[src/rtl/bp_mem_resp_delay.sv]
// ============================================================================
// Module   : bp_mem_resp_delay
// Purpose  : Latency/backpressure stage between the test memory model and the
//            CCE mem-response inputs. Each of the two response channels is
//            buffered in its own in-order queue. An entry is released to the
//            CCE (valid->yumi) no earlier than delay_p cycles after capture.
// Ports    : clk_i, reset_i           - clock, synchronous active-high reset
//            mem_resp_*_i / _ready_o  - response from memory (ready->valid)
//            mem_data_resp_*_i/_ready_o - data response from memory
//            mem_resp_o / _v_o / _yumi_i           - delayed response to CCE
//            mem_data_resp_o / _v_o / _yumi_i      - delayed data resp to CCE
// Revision : 1.0 - initial release
// ============================================================================
`default_nettype none

// ----------------------------------------------------------------------------
// One delay channel: circular queue of ELS entries, each carrying a payload
// and a saturating countdown that must reach zero before the head is shown.
// ----------------------------------------------------------------------------
module bp_mem_resp_delay_chan #(
  parameter int WIDTH = 8,
  parameter int ELS   = 2,
  parameter int DELAY = 0
) (
  input  logic             clk_i,
  input  logic             reset_i,
  input  logic [WIDTH-1:0] i_data,
  input  logic             i_v,
  output logic             o_ready,
  output logic [WIDTH-1:0] o_data,
  output logic             o_v,
  input  logic             i_yumi
);

  localparam int C_PTR_W = (ELS > 1) ? $clog2(ELS) : 1;
  localparam int C_CNT_W = $clog2(ELS + 1);
  localparam int C_DLY_W = (DELAY > 0) ? $clog2(DELAY + 1) : 1;

  localparam logic [C_PTR_W-1:0] C_LAST_PTR = C_PTR_W'(ELS - 1);
  localparam logic [C_CNT_W-1:0] C_FULL     = C_CNT_W'(ELS);
  localparam logic [C_DLY_W-1:0] C_DELAY    = C_DLY_W'(DELAY);

  logic [WIDTH-1:0]   r_mem [ELS];
  logic [C_DLY_W-1:0] r_dly [ELS];
  logic [C_PTR_W-1:0] r_rd_ptr;
  logic [C_PTR_W-1:0] r_wr_ptr;
  logic [C_CNT_W-1:0] r_count;

  logic               w_ready;
  logic               w_v;
  logic               w_enq;
  logic               w_deq;
  logic [C_PTR_W-1:0] w_rd_ptr_nxt;
  logic [C_PTR_W-1:0] w_wr_ptr_nxt;

  // Handshake outputs are functions of state (and reset) only; there is no
  // full-queue bypass even when the head is being consumed this cycle.
  assign w_ready = !reset_i && (r_count != C_FULL);
  assign w_v     = !reset_i && (r_count != '0) && (r_dly[r_rd_ptr] == '0);
  assign w_enq   = i_v && w_ready;
  assign w_deq   = i_yumi && w_v;

  // Pointers wrap explicitly so ELS need not be a power of two.
  assign w_rd_ptr_nxt = (r_rd_ptr == C_LAST_PTR) ? '0 : r_rd_ptr + 1'b1;
  assign w_wr_ptr_nxt = (r_wr_ptr == C_LAST_PTR) ? '0 : r_wr_ptr + 1'b1;

  assign o_ready = w_ready;
  assign o_v     = w_v;
  assign o_data  = r_mem[r_rd_ptr];

  always_ff @(posedge clk_i) begin
    if (reset_i) begin
      r_rd_ptr <= '0;
      r_wr_ptr <= '0;
      r_count  <= '0;
      for (int i = 0; i < ELS; i++) begin
        r_dly[i] <= '0;
      end
    end else begin
      if (w_enq) begin
        r_wr_ptr <= w_wr_ptr_nxt;
      end
      if (w_deq) begin
        r_rd_ptr <= w_rd_ptr_nxt;
      end
      case ({w_enq, w_deq})
        2'b10:   r_count <= r_count + 1'b1;
        2'b01:   r_count <= r_count - 1'b1;
        default: r_count <= r_count;
      endcase
      // Free slots count down too; harmless because a slot's counter is
      // reloaded on the enqueue that makes it live.
      for (int i = 0; i < ELS; i++) begin
        if (w_enq && (r_wr_ptr == C_PTR_W'(i))) begin
          r_dly[i] <= C_DELAY;
        end else if (r_dly[i] != '0) begin
          r_dly[i] <= r_dly[i] - 1'b1;
        end
      end
    end
  end

  // Payload storage needs no reset: it is only observed behind r_count.
  always_ff @(posedge clk_i) begin
    if (w_enq) begin
      r_mem[r_wr_ptr] <= i_data;
    end
  end

  // Protocol violations: the offending request is dropped / ignored above.
  always_ff @(posedge clk_i) begin
    if (!reset_i) begin
      assert (!(i_v && !w_ready))
        else $error("%m: enqueue while queue full, input dropped");
      assert (!(i_yumi && !w_v))
        else $error("%m: yumi without valid head, ignored");
    end
  end

endmodule

// ----------------------------------------------------------------------------
// Top: two identical, fully independent channels.
// ----------------------------------------------------------------------------
module bp_mem_resp_delay #(
  parameter int paddr_width_p        = 22,
  parameter int num_lce_p            = 2,
  parameter int lce_assoc_p          = 8,
  parameter int block_size_in_bits_p = 512,
  parameter int els_p                = 2,
  parameter int delay_p              = 0,
  // Message widths; override with the bp_mem_cce_* macro values when the
  // real interface definitions are in scope.
  parameter int resp_width_lp        = 3 + paddr_width_p
                                       + ((num_lce_p > 1) ? $clog2(num_lce_p) : 1)
                                       + ((lce_assoc_p > 1) ? $clog2(lce_assoc_p) : 1),
  parameter int data_resp_width_lp   = resp_width_lp + block_size_in_bits_p
) (
  input  logic                          clk_i,
  input  logic                          reset_i,

  input  logic [resp_width_lp-1:0]      mem_resp_i,
  input  logic                          mem_resp_v_i,
  output logic                          mem_resp_ready_o,

  input  logic [data_resp_width_lp-1:0] mem_data_resp_i,
  input  logic                          mem_data_resp_v_i,
  output logic                          mem_data_resp_ready_o,

  output logic [resp_width_lp-1:0]      mem_resp_o,
  output logic                          mem_resp_v_o,
  input  logic                          mem_resp_yumi_i,

  output logic [data_resp_width_lp-1:0] mem_data_resp_o,
  output logic                          mem_data_resp_v_o,
  input  logic                          mem_data_resp_yumi_i
);

  bp_mem_resp_delay_chan #(
    .WIDTH (resp_width_lp),
    .ELS   (els_p),
    .DELAY (delay_p)
  ) u_resp_chan (
    .clk_i   (clk_i),
    .reset_i (reset_i),
    .i_data  (mem_resp_i),
    .i_v     (mem_resp_v_i),
    .o_ready (mem_resp_ready_o),
    .o_data  (mem_resp_o),
    .o_v     (mem_resp_v_o),
    .i_yumi  (mem_resp_yumi_i)
  );

  bp_mem_resp_delay_chan #(
    .WIDTH (data_resp_width_lp),
    .ELS   (els_p),
    .DELAY (delay_p)
  ) u_data_chan (
    .clk_i   (clk_i),
    .reset_i (reset_i),
    .i_data  (mem_data_resp_i),
    .i_v     (mem_data_resp_v_i),
    .o_ready (mem_data_resp_ready_o),
    .o_data  (mem_data_resp_o),
    .o_v     (mem_data_resp_v_o),
    .i_yumi  (mem_data_resp_yumi_i)
  );

endmodule

`default_nettype wire

[config.mk]
export PLATFORM = sky130hd
export DESIGN_NAME = bp_mem_resp_delay
export DESIGN_NICKNAME = d
export VERILOG_FILES = /design/src/rtl/bp_mem_resp_delay.sv
export SDC_FILE = /design/constraint.sdc
export NUM_CORES = 1
export LEC_CHECK = 0
export ABC_AREA = 0
export CAP_MARGIN = 15
export CELL_PAD_IN_SITES_DETAIL_PLACEMENT = 1
export CELL_PAD_IN_SITES_GLOBAL_PLACEMENT = 2
export CORE_AREA = 5 5 441 443
export CTS_CLUSTER_DIAMETER = 30
export DETAILED_ROUTE_END_ITERATION = 10
export DIE_AREA = 0 0 446 448
export GPL_TIMING_DRIVEN = 0
export MAX_ROUTING_LAYER = met4
export PLACE_DENSITY_LB_ADDON = 0.1
export SYNTH_ARGS = -nofsm -noshare
export SYNTH_HDL_FRONTEND = slang
export SYNTH_HIERARCHICAL = 1
export SYNTH_SLANG_ARGS = --single-unit
[constraint.sdc]
create_clock -name clk_i -period 66.5 [get_ports clk_i]
set_clock_uncertainty 0.1 [all_clocks]
set_input_delay 9.975 -clock clk_i [delete_from_list [all_inputs] [get_ports clk_i]]
set_output_delay 9.975 -clock clk_i [all_outputs]
set_load 0.005 [all_outputs]
==> flow_results.xml <==
<?xml version="1.0" encoding="UTF-8"?>
<metrics>
  <group name="timing">
    <metric name="final_worst_path_cycle_share" unit="%">31.9</metric>
    <metric name="worst_slew_margin_rel" unit="%">47.0</metric>
    <metric name="setup_viol_count_final" unit="">0</metric>
    <metric name="grt_setup_unrepaired" unit="">no</metric>
    <metric name="worstMarginPinSlew" unit="ps">795</metric>
    <metric name="max_transition_viols_final" unit="">0</metric>
    <metric name="min_clock_period_post_route" unit="ps">21220</metric>
    <metric name="hold_viol" unit="">0</metric>
    <metric name="setup_total_negative_slack" unit="ps">0</metric>
    <metric name="max_freq" unit="MHz">47.1</metric>
    <metric name="post-route-worst-setup-slack" unit="ps">45280</metric>
  </group>
  <group name="grt">
    <metric name="globalRouteOverflowTotal" unit="">0</metric>
    <metric name="groute.layer.met1.usage" unit="%">13.9</metric>
    <metric name="gr-max-usage-layer" unit="">met2</metric>
    <metric name="grt_max_degree" unit="">56</metric>
    <metric name="global_route.usage.total" unit="%">15.5</metric>
    <metric name="global_route_wire_length_before_repair" unit="mm">210</metric>
    <metric name="global_route.usage.met3" unit="%">6.80</metric>
    <metric name="number_of_global_route_vias_before_repair" unit="">27800</metric>
    <metric name="antenna_found_initial" unit="">98</metric>
    <metric name="fraction_of_met2_tracks_used_by_global_routing" unit="%">27.6</metric>
  </group>
  <group name="clock_network">
    <metric name="cts-root-to-sink-buffers" unit="">4</metric>
    <metric name="cts_setup_buffers" unit="">0</metric>
    <metric name="ctsHoldBuffers" unit="">0</metric>
    <metric name="cts_sinks" unit="">1154</metric>
    <metric name="ctsRootBufferMaster" unit="">clkbuf_16</metric>
    <metric name="worstSkewPairLatency" unit="ps">890</metric>
    <metric name="cts_tree" unit="">done</metric>
    <metric name="h-tree-depth" unit="">5</metric>
    <metric name="worst_setup_hold_path_clk_slew" unit="ps">40</metric>
    <metric name="cts_repair_resize_count" unit="">0</metric>
    <metric name="numCtsBuffers" unit="">338</metric>
  </group>
  <group name="final_layout">
    <metric name="n_fill_cell" unit="">18800</metric>
    <metric name="design_area" unit="um^2">68700</metric>
    <metric name="layout-area-overhead-vs-synth" unit="%">64.1</metric>
    <metric name="share_of_cells_above_drive_strength_1" unit="%">33.0</metric>
    <metric name="number_of_nets_at_the_end_of_the_flow" unit="">4010</metric>
  </group>
  <group name="hold_path">
    <metric name="min_path_type" unit="">reg -&gt; reg</metric>
  </group>
  <group name="die">
    <metric name="dieArea" unit="um^2">200000</metric>
    <metric name="fp.dieH" unit="um">448</metric>
    <metric name="ios" unit="">1150</metric>
    <metric name="die_w" unit="um">446</metric>
    <metric name="starting_density_of_the_core" unit="%">22.1</metric>
    <metric name="placement_row_count" unit="">160</metric>
    <metric name="coreArea" unit="um^2">190000</metric>
  </group>
  <group name="pwr">
    <metric name="p_leak" unit="nW">23.6</metric>
    <metric name="power_per_cell_area" unit="nW/um^2">37.5</metric>
    <metric name="worst_ir_drop_vdd" unit="V">0.0000188</metric>
  </group>
  <group name="placed_design">
    <metric name="port-buffer-count" unit="">1148</metric>
    <metric name="placed_cell_area" unit="um^2">57500</metric>
    <metric name="dp_hpwl" unit="mm">122</metric>
    <metric name="dp_slack" unit="ps">45260</metric>
    <metric name="gp_congestion" unit="">0.775</metric>
  </group>
  <group name="job">
    <metric name="cap_violations" unit="">0</metric>
  </group>
  <group name="setup_path">
    <metric name="crit_path_start_kind" unit="">input pin</metric>
    <metric name="crit_family" unit="">buffers and inverters</metric>
    <metric name="max_stage_delay" unit="ps">730</metric>
    <metric name="peak_fanout_along_the_critical_path" unit="">9</metric>
    <metric name="path_buf_inv" unit="">2</metric>
    <metric name="critPathCaptureType" unit="">output port</metric>
    <metric name="worst_ep_required" unit="ps">56420</metric>
    <metric name="worstPathCellList" unit="">buf_2, nor2_1, clkdlybuf4s50_1</metric>
    <metric name="cell_at_the_slowest_stage_of_the_critical_path" unit="">clkdlybuf4s50_1</metric>
    <metric name="criticalPathCategory" unit="">in -&gt; out</metric>
    <metric name="cp.arrival" unit="ps">11150</metric>
  </group>
  <group name="status">
    <metric name="outcome" unit="">completed</metric>
  </group>
  <group name="drt">
    <metric name="post-route-drc-count" unit="">0</metric>
    <metric name="postRouteWirelength" unit="mm">158</metric>
    <metric name="total_number_of_vias" unit="">24500</metric>
    <metric name="ant_nets" unit="">0</metric>
    <metric name="first_pass_iters" unit="">4</metric>
    <metric name="via_per_inst" unit="">3.91</metric>
    <metric name="drt_iter0_drc" unit="">883</metric>
    <metric name="wl_per_cell" unit="um">25.2</metric>
  </group>
  <group name="synth">
    <metric name="ys.warnings.count" unit="">6</metric>
    <metric name="synth_seq_area_share" unit="%">82.5</metric>
    <metric name="syn_avg_cell_area" unit="um^2">22.7</metric>
    <metric name="synth_cell_type_count" unit="">26</metric>
    <metric name="netlist_instances" unit="">1841</metric>
    <metric name="synth_area" unit="um^2">41900</metric>
    <metric name="postSynthRegisterBits" unit="">1154</metric>
  </group>
</metrics>
## synth_stat cells
cell type	number	area [um^2]
edfxtp_1	1144	34400
mux2_2	570	6420
buf_4	43	323
buf_6	12	135
buf_2	10	50.1
dfxtp_1	10	200
nor2_1	6	22.5
inv_1	4	15.0
mux2i_1	4	40.0
nand2_1	4	15.0
or3_1	4	25.0
a21oi_1	2	10.0
a311o_1	2	20.0
and3_1	2	12.5
conb_1	2	7.51
ha_1	2	25.0
mux2_4	2	30.0
nand2b_1	2	12.5
nor2b_1	2	12.5
nor3_1	2	10.0
nor4_1	2	12.5
nor4b_4	2	47.6
o211ai_1	2	15.0
o21ai_0	2	10.0
xnor2_1	2	17.5
xor2_1	2	17.5
## metrics by stage
step	power, mW	instances	util, %	hold WS (ps)
2_1_floorplan	0.952	1843	-	337
3_3_place_gp	1.11	5502	29.8	351
3_5_place_dp	1.05	5603	30.3	372
4_1_cts	2.62	6192	36.1	345
5_1_grt	2.68	6248	36.2	399
6_report	2.57	6263	36.2	345
## worst reg2reg max path: stages (launching register included)
cell	delay (ps)
dfxtp_1	400
nor2b_1	110
nor4_2	470
buf_4	260
buf_4	180
buf_4	170
buf_4	200
buf_4	210
buf_4	170
buf_4	180
buf_4	210
buf_4	220
buf_4	240
## per-layer routing
metal | up-vias | wire [um]
met1 | 12300 | 51900
met3 | 380 | 13500
met4 | 0 | 7240
li1 | 10800 | -
met2 | 994 | 84900
met5 | - | 0
## path summary, 6_finish.rpt
check | from | end | slack (ps) | cells past startpoint
setup / recovery | reset_i | mem_data_resp_ready_o | 45280 | 3
hold reg to reg | u_resp_chan/r_rd_ptr$_SDFFE_PP0P_ | flip-flop | 350 | 1
hold / removal | u_resp_chan/r_rd_ptr$_SDFFE_PP0P_ | flip-flop | 350 | 1
setup reg to reg | u_data_chan/r_count[0]$_SDFFE_PP0P_ | u_data_chan/r_mem[0][408]$_DFFE_PP_ | 63070 | 12
## cells in the final DEF, fill, tap and decap left out, types with 2 or more instances in the layout
cell,count
dfxtp_1,10
edfxtp_1,1144
a311o_1,2
conb_1,4
xor2_1,2
nand2_1,4
clkdlybuf4s50_1,1148
buf_4,126
clkinv_1,75
nor2b_1,2
nand2b_1,2
inv_6,3
clkbuf_16,347
ha_1,2
nor4_2,2
mux2_4,2
nor2_1,6
o21ai_0,2
nor4b_4,2
a21oi_1,2
clkinv_8,2
buf_16,10
buf_6,19
or3_1,4
clkinv_2,51
diode_2,71
nor3_1,2
clkbuf_1,45
bufinv_16,46
mux2_2,570
buf_2,10
clkinvlp_4,11
clkinv_4,8
xnor2_1,2
inv_1,4
o211ai_1,2
mux2i_1,4
## kinds of logic (layout without fill, tap and decap cells)
group / count (synthesis) / after routing / share of synthesized area, %
DFF: 1154 / 1154 / 82.5
muxes: 576 / 576 / 15.5
buffers and inverters: 69 / 1907 / 1.25
and+or+nand+nor: 26 / 26 / 0.406
AOI/OAI and AO/OA: 8 / 8 / 0.132
xor gates and xnor gates: 4 / 4 / 0.0837
adders and majority gates: 2 / 2 / 0.0598
other: 2 / 75 / 0.0179
## sequential cells by signal, summed over array words and instances, names as in the netlist, named ones only
name / count
u_data_chan/r_mem: 1082
u_data_chan/r_count: 2
u_data_chan/r_rd_ptr: 1
u_resp_chan/r_mem: 58
u_resp_chan/r_count: 2
u_resp_chan/r_rd_ptr: 1
u_data_chan/r_wr_ptr: 1
u_data_chan/r_dly: 2
u_resp_chan/r_dly: 2
u_resp_chan/r_wr_ptr: 1
## power by group
part / switching, mW / leakage, nW / internal [mW]
clock network: 0.433 / 5.37 / 1.11
logic: 0.0803 / 7.64 / 0.109
registers: 0.00632 / 10.6 / 0.837
total: 0.519 / 23.6 / 2.05
## cell type report
| class | count | area (um^2) | share of cell area (%) |
|---|---|---|---|
| Sequential cell | 1154 | 34600 | 50.3 |
| Timing Repair Buffer | 1249 | 12500 | 18.2 |
| Clock buffer | 393 | 8870 | 12.9 |
| Multi-Input combinational cell | 620 | 6810 | 9.91 |
| Tap cell | 2511 | 3140 | 4.57 |
| Clock inverter | 196 | 2130 | 3.10 |
| Buffer | 65 | 508 | 0.740 |
| Antenna cell | 71 | 178 | 0.259 |
| Inverter | 4 | 15.0 | 0.0219 |
Power figures use the tool's default switching activity.
